`src/rtl/pe_operand_loader.sv`:
```
// pe_operand_loader: fetches A/B/W operand vectors as memory beats and issues
// them with the instruction to the PE core over a valid/ready handshake.
module pe_operand_loader #(
    parameter int DATA_WIDTH   = 16,
    parameter int VECTOR_WIDTH = 32,
    parameter int MEM_WIDTH    = 256,
    parameter int ADDR_WIDTH   = 32
) (
    input  logic                               clk,
    input  logic                               rst,
    input  logic                               cmd_valid_i,
    output logic                               cmd_ready_o,
    input  logic [31:0]                        cmd_instr_i,
    input  logic [ADDR_WIDTH-1:0]              cmd_addr_a_i,
    input  logic [ADDR_WIDTH-1:0]              cmd_addr_b_i,
    input  logic [ADDR_WIDTH-1:0]              cmd_addr_w_i,
    output logic                               mem_req_o,
    output logic [ADDR_WIDTH-1:0]              mem_addr_o,
    input  logic                               mem_ack_i,
    input  logic [MEM_WIDTH-1:0]               mem_rdata_i,
    output logic                               pe_valid_o,
    input  logic                               pe_ready_i,
    output logic [31:0]                        pe_instr_o,
    output logic [VECTOR_WIDTH*DATA_WIDTH-1:0] data_a_o,
    output logic [VECTOR_WIDTH*DATA_WIDTH-1:0] data_b_o,
    output logic [VECTOR_WIDTH*DATA_WIDTH-1:0] weight_o,
    output logic                               busy_o
);
    localparam int BEATS = VECTOR_WIDTH * DATA_WIDTH / MEM_WIDTH;
    localparam int BW = BEATS > 1 ? $clog2(BEATS) : 1;
    localparam logic [BW-1:0] LAST_BEAT = BW'(BEATS - 1);
    localparam logic [ADDR_WIDTH-1:0] STEP = ADDR_WIDTH'(MEM_WIDTH / 8);

    typedef enum logic [1:0] {IDLE, FETCH, ISSUE} state_t;

    state_t                r_state;
    logic [BW-1:0]         r_beat;
    logic [1:0]            r_op;
    logic [1:0]            r_last_op;
    logic [ADDR_WIDTH-1:0] r_addr_b;
    logic [ADDR_WIDTH-1:0] r_addr_w;
    logic [3:0]            w_opcode;

    assign w_opcode    = cmd_instr_i[31:28];
    assign cmd_ready_o = r_state == IDLE;
    assign busy_o      = r_state != IDLE;

    // r_op walks A(0), B(1), W(2); activation/normalization stop after A
    always_ff @(posedge clk or posedge rst) begin
        if (rst) begin
            r_state    <= IDLE;
            r_beat     <= '0;
            r_op       <= '0;
            r_last_op  <= '0;
            r_addr_b   <= '0;
            r_addr_w   <= '0;
            mem_req_o  <= 1'b0;
            mem_addr_o <= '0;
            pe_valid_o <= 1'b0;
            pe_instr_o <= '0;
            data_a_o   <= '0;
            data_b_o   <= '0;
            weight_o   <= '0;
        end else begin
            case (r_state)
                IDLE: if (cmd_valid_i) begin
                    pe_instr_o <= cmd_instr_i;
                    mem_addr_o <= cmd_addr_a_i;
                    r_addr_b   <= cmd_addr_b_i;
                    r_addr_w   <= cmd_addr_w_i;
                    data_a_o   <= '0;
                    data_b_o   <= '0;
                    weight_o   <= '0;
                    r_beat     <= '0;
                    r_op       <= '0;
                    r_last_op  <= (w_opcode == 4'd2 || w_opcode == 4'd3) ? 2'd0 : 2'd2;
                    if (w_opcode == 4'd0) begin
                        pe_valid_o <= 1'b1;
                        r_state    <= ISSUE;
                    end else begin
                        mem_req_o <= 1'b1;
                        r_state   <= FETCH;
                    end
                end
                FETCH: if (mem_ack_i) begin
                    if (r_op == 2'd0)
                        data_a_o[r_beat*MEM_WIDTH +: MEM_WIDTH] <= mem_rdata_i;
                    else if (r_op == 2'd1)
                        data_b_o[r_beat*MEM_WIDTH +: MEM_WIDTH] <= mem_rdata_i;
                    else
                        weight_o[r_beat*MEM_WIDTH +: MEM_WIDTH] <= mem_rdata_i;
                    if (r_beat != LAST_BEAT) begin
                        r_beat     <= r_beat + 1'b1;
                        mem_addr_o <= mem_addr_o + STEP;
                    end else if (r_op != r_last_op) begin
                        r_beat     <= '0;
                        r_op       <= r_op + 2'd1;
                        mem_addr_o <= r_op == 2'd0 ? r_addr_b : r_addr_w;
                    end else begin
                        r_beat     <= '0;
                        mem_req_o  <= 1'b0;
                        pe_valid_o <= 1'b1;
                        r_state    <= ISSUE;
                    end
                end
                ISSUE: if (pe_ready_i) begin
                    pe_valid_o <= 1'b0;
                    r_state    <= IDLE;
                end
                default: r_state <= IDLE;
            endcase
        end
    end
endmodule

```
`config.mk`:
```
export PLATFORM = sky130hd
export DESIGN_NAME = pe_operand_loader
export DESIGN_NICKNAME = d
export VERILOG_FILES = /design/src/rtl/pe_operand_loader.sv
export SDC_FILE = /design/constraint.sdc
export NUM_CORES = 2
export LEC_CHECK = 0
export ABC_AREA = 1
export CORE_AREA = 2 2 782 784
export CTS_BUF_LIST = sky130_fd_sc_hd__clkbuf_8
export DETAILED_ROUTE_END_ITERATION = 12
export DIE_AREA = 0 0 784 786
export HOLD_SLACK_MARGIN = 0.1
export PLACE_DENSITY = 0.3
export REMOVE_ABC_BUFFERS = 1
export SYNTH_ARGS = -nofsm -noshare
export SYNTH_HDL_FRONTEND = slang
export SYNTH_SLANG_ARGS = --single-unit
```
`constraint.sdc`:
```
create_clock -name clk -period 149.5 [get_ports clk]
set_clock_uncertainty 0.1 [all_clocks]
set_input_delay 37.375 -clock clk [delete_from_list [all_inputs] [get_ports clk]]
set_output_delay 37.375 -clock clk [all_outputs]
set_load 0.01 [all_outputs]
```
==> run metrics <==
Worst EP arrival=42.20 ns; vias in the first global route=64900; Leak=48.8 nW; H-tree depth=5; Cells after Synth=8350; Stages on worst setup path=10; total CTS buffers=362; Slew Limit Fails=0; most frequent cells in the layout=nand2_1 (3547), clkdlybuf4s50_1 (1991), dfrtp_1 (1672); Nets=10700; Longest Clk Path Bufs=4; Worst Setup Start Kind=input port; Pwr per Cell Area=25.8 nW/µm²; Placer Congestion=0.837; maximum clock rate=24.2 MHz; Die ar.=616000 µm²; HPWL Detailed=406000 µm; Synth area leaders=dfrtp_1 (61%), nand2_1 (19%), o21ai_0 (7.2%), inv_1 (4.4%), nor2_1 (3.5%); Setup crit end=data_a_o[221]$_DFFE_PP0P_; initial antenna violation count=141; Ys Warns=0; CTS root buffer=clkbuf_8; most common cell after layout, fill and taps aside=nand2_1; DRC=0; Internal=1.34 mW; crit path max fanout=87; fin crit share=0.277; unrepaired setup endpoints after global routing=no; Antenna Violating Nets Remaining=0; crit path max-delay cell type=a211oi_4; setup TNS=0 ns; net switching fraction of the power=0.503; Largest stage delay, worst path=0.80 ns; Synth area leader=dfrtp_1; Resized cells post-CTS=0; row count=287; Die Y=786 µm; Setup violations, final=0; slew margin rel.=0.160; total power=2.70 mW; area growth from synthesis to layout=52.1%; Reg2Reg Setup Slack=143.50 ns; CP Capture Type=register; Clock Sinks=1672; flops & latches, synth=1672; min Tclk post-route=41.38 ns; largest net degree at the start of global routing=146; initial drt markers=4466; r2r startpoint=r_op[0]$_DFFE_PP0P_; hold-fix buffers at CTS=0; die width=784 µm; Post CTS Setup Buffer Count=0; Worst EP required=150.31 ns; max cap viols=0; port buffer count=1992; GRT Util Overall=0.165; Ports=1993; Least-Margin Pin Slew=1.26 ns; CP most frequent cell=buf_4; CTS tree=yes; Logic pwr share=0.525; Sw Pwr=1.36 mW; share of the synthesized area in the top cell type=0.608; clk slew on worst S/H paths=0.05 ns; type of the tightest min-delay check=register to register; Critical Path Start=cmd_valid_i; core box area=609000 µm²; first-pass GRT wire length=682000 µm; R2R cell count=10; Clock Latency Late Sink=1.10 ns; reg2reg end=data_a_o[221]$_DFFE_PP0P_; Post-Syn Area=68800 µm²; final WL=530000 µm; cells along the critical path=clkdlybuf4s50_1 > inv_1 > nand2_1 > nand3_2 > a211oi_4 > buf_4 > buf_4 > buf_12 > buf_4 > o21ai_0; post-synthesis area per instance=8.24 µm²; critical path class=input port to register; Vias/cell=3.47; GRT Residual Overflow=0; crit-path leading delay family=buffers and inverters; Flop pwr share=0.287; post-synthesis cell type count=32; status=completed; average wire per standard cell=28.3 µm; Crit path buffers/inverters=6; routed vias=64900; Initial Util=0.113; sequential area share after synthesis=0.608; final hold vios=0; VDD IR-drop max=0.0000124 V; Pre-Repair DR Iteration Count=6; # fillers=69000; fraction of layout cells with a size suffix above 1=0.0582; Clk pwr share=0.188
-- cell type report --
cell class              count  area (µm²)  share of cell area
diodes                     35        87.6            0.000836
clock buffers             410        5640              0.0539
clock inverters           191        1120              0.0107
inverters                 820        3120              0.0298
multi-input cells        5365       21800               0.208
flip-flops and latches   1672       41800               0.400
well taps                8092       10100              0.0967
repair buffers           2117       21000               0.200
-- per-layer routing --
layer  global-route usage  wire [µm]  vias to the layer above
met5                    0        275                        -
met4               0.0422      15700                       46
met3               0.0521      42300                      686
met2                0.284     258000                     2375
met1                0.198     214000                    32300
li1                     -          -                    29500
-- power by group through the flow --
| stage | combinational [mW] | sequential [mW] | clock, mW |
|---|---|---|---|
| finish | 1.42 | 0.774 | 0.506 |
| global route | 1.52 | 0.797 | 0.547 |
| CTS | 1.47 | 0.777 | 0.531 |
| detailed placement | 1.47 | 0.780 | 0 |
| global placement | 1.47 | 0.781 | 0 |
| floorplan | 0.441 | 0.828 | 0 |
-- stage by stage --
| stage | area [µm²] | util | hold slack (ns) | setup slack, ns | instances |
|---|---|---|---|---|---|
| floorplan | 66600 | - | 0.337 | 64.84 | 7857 |
| global placement | 97900 | 0.161 | 0.349 | 106.89 | 18100 |
| detailed placement | 97900 | 0.161 | 0.356 | 106.83 | 18100 |
| CTS | 105000 | 0.172 | 0.370 | 108.13 | 18700 |
| global route | 105000 | 0.172 | 0.380 | 107.73 | 18700 |
| finish | 105000 | 0.172 | 0.363 | 108.12 | 18700 |
-- cell families (layout without fill, tap and decap cells) --
| kind of cell | count (synthesis) | count (layout) | synth area share |
|---|---|---|---|
| compound gates | 1106 | 1106 | 0.0811 |
| fa+ha+maj | 3 | 3 | 0.000545 |
| buf+inv | 1313 | 3538 | 0.0765 |
| flops | 1672 | 1672 | 0.608 |
| mux | 5 | 5 | 0.000727 |
| other cells | 0 | 35 | 0 |
| simple gates | 4251 | 4251 | 0.233 |
-- sequential cells by signal, indices dropped and copies added, names as in the netlist --
register and cells:
mem_addr_o 32, weight_o 512, r_beat 1, data_a_o 512, data_b_o 512, r_addr_w 32, pe_valid_o 1, r_addr_b 32
pe_instr_o 32, mem_req_o 1, r_last_op 1, r_state 2, r_op 2
-- synthesized netlist by cell type (all sizes together) --
library cell,number
nand2,3549
dfrtp,1672
o21ai,1061
inv,819
nor2,646
buf,275
clkbuf,218
nand3,50
a21oi,32
mux2i,5
o21bai,5
ha,3
o22ai,3
a31oi,2
nand4,2
or2,2
a211oi,1
a41oi,1
clkinv,1
nand3b,1
nor3,1
o211ai,1
-- worst min-delay path, stage by stage (launching register included) --
cell and delay [ns]:
dfrtp_1 0.33, nand2_1 0.05, nand2_1 0.04
-- worst min-delay path by stage --
stage	start	end	slack [ns]	depth (start not counted)
4_1_cts	r_addr_w[11]$_DFFE_PP0P_	r_addr_w[11]$_DFFE_PP0P_	0.37	2
6_report	r_addr_b[12]$_DFFE_PP0P_	r_addr_b[12]$_DFFE_PP0P_	0.36	2
2_1_floorplan	r_addr_b[10]$_DFFE_PP0P_	r_addr_b[10]$_DFFE_PP0P_	0.34	2
5_1_grt	weight_o[445]$_DFFE_PP0P_	weight_o[445]$_DFFE_PP0P_	0.38	2
3_5_place_dp	r_addr_w[11]$_DFFE_PP0P_	r_addr_w[11]$_DFFE_PP0P_	0.36	2
3_3_place_gp	r_addr_b[10]$_DFFE_PP0P_	r_addr_b[10]$_DFFE_PP0P_	0.35	2
No activity file was read; power rests on OpenSTA's default activity.
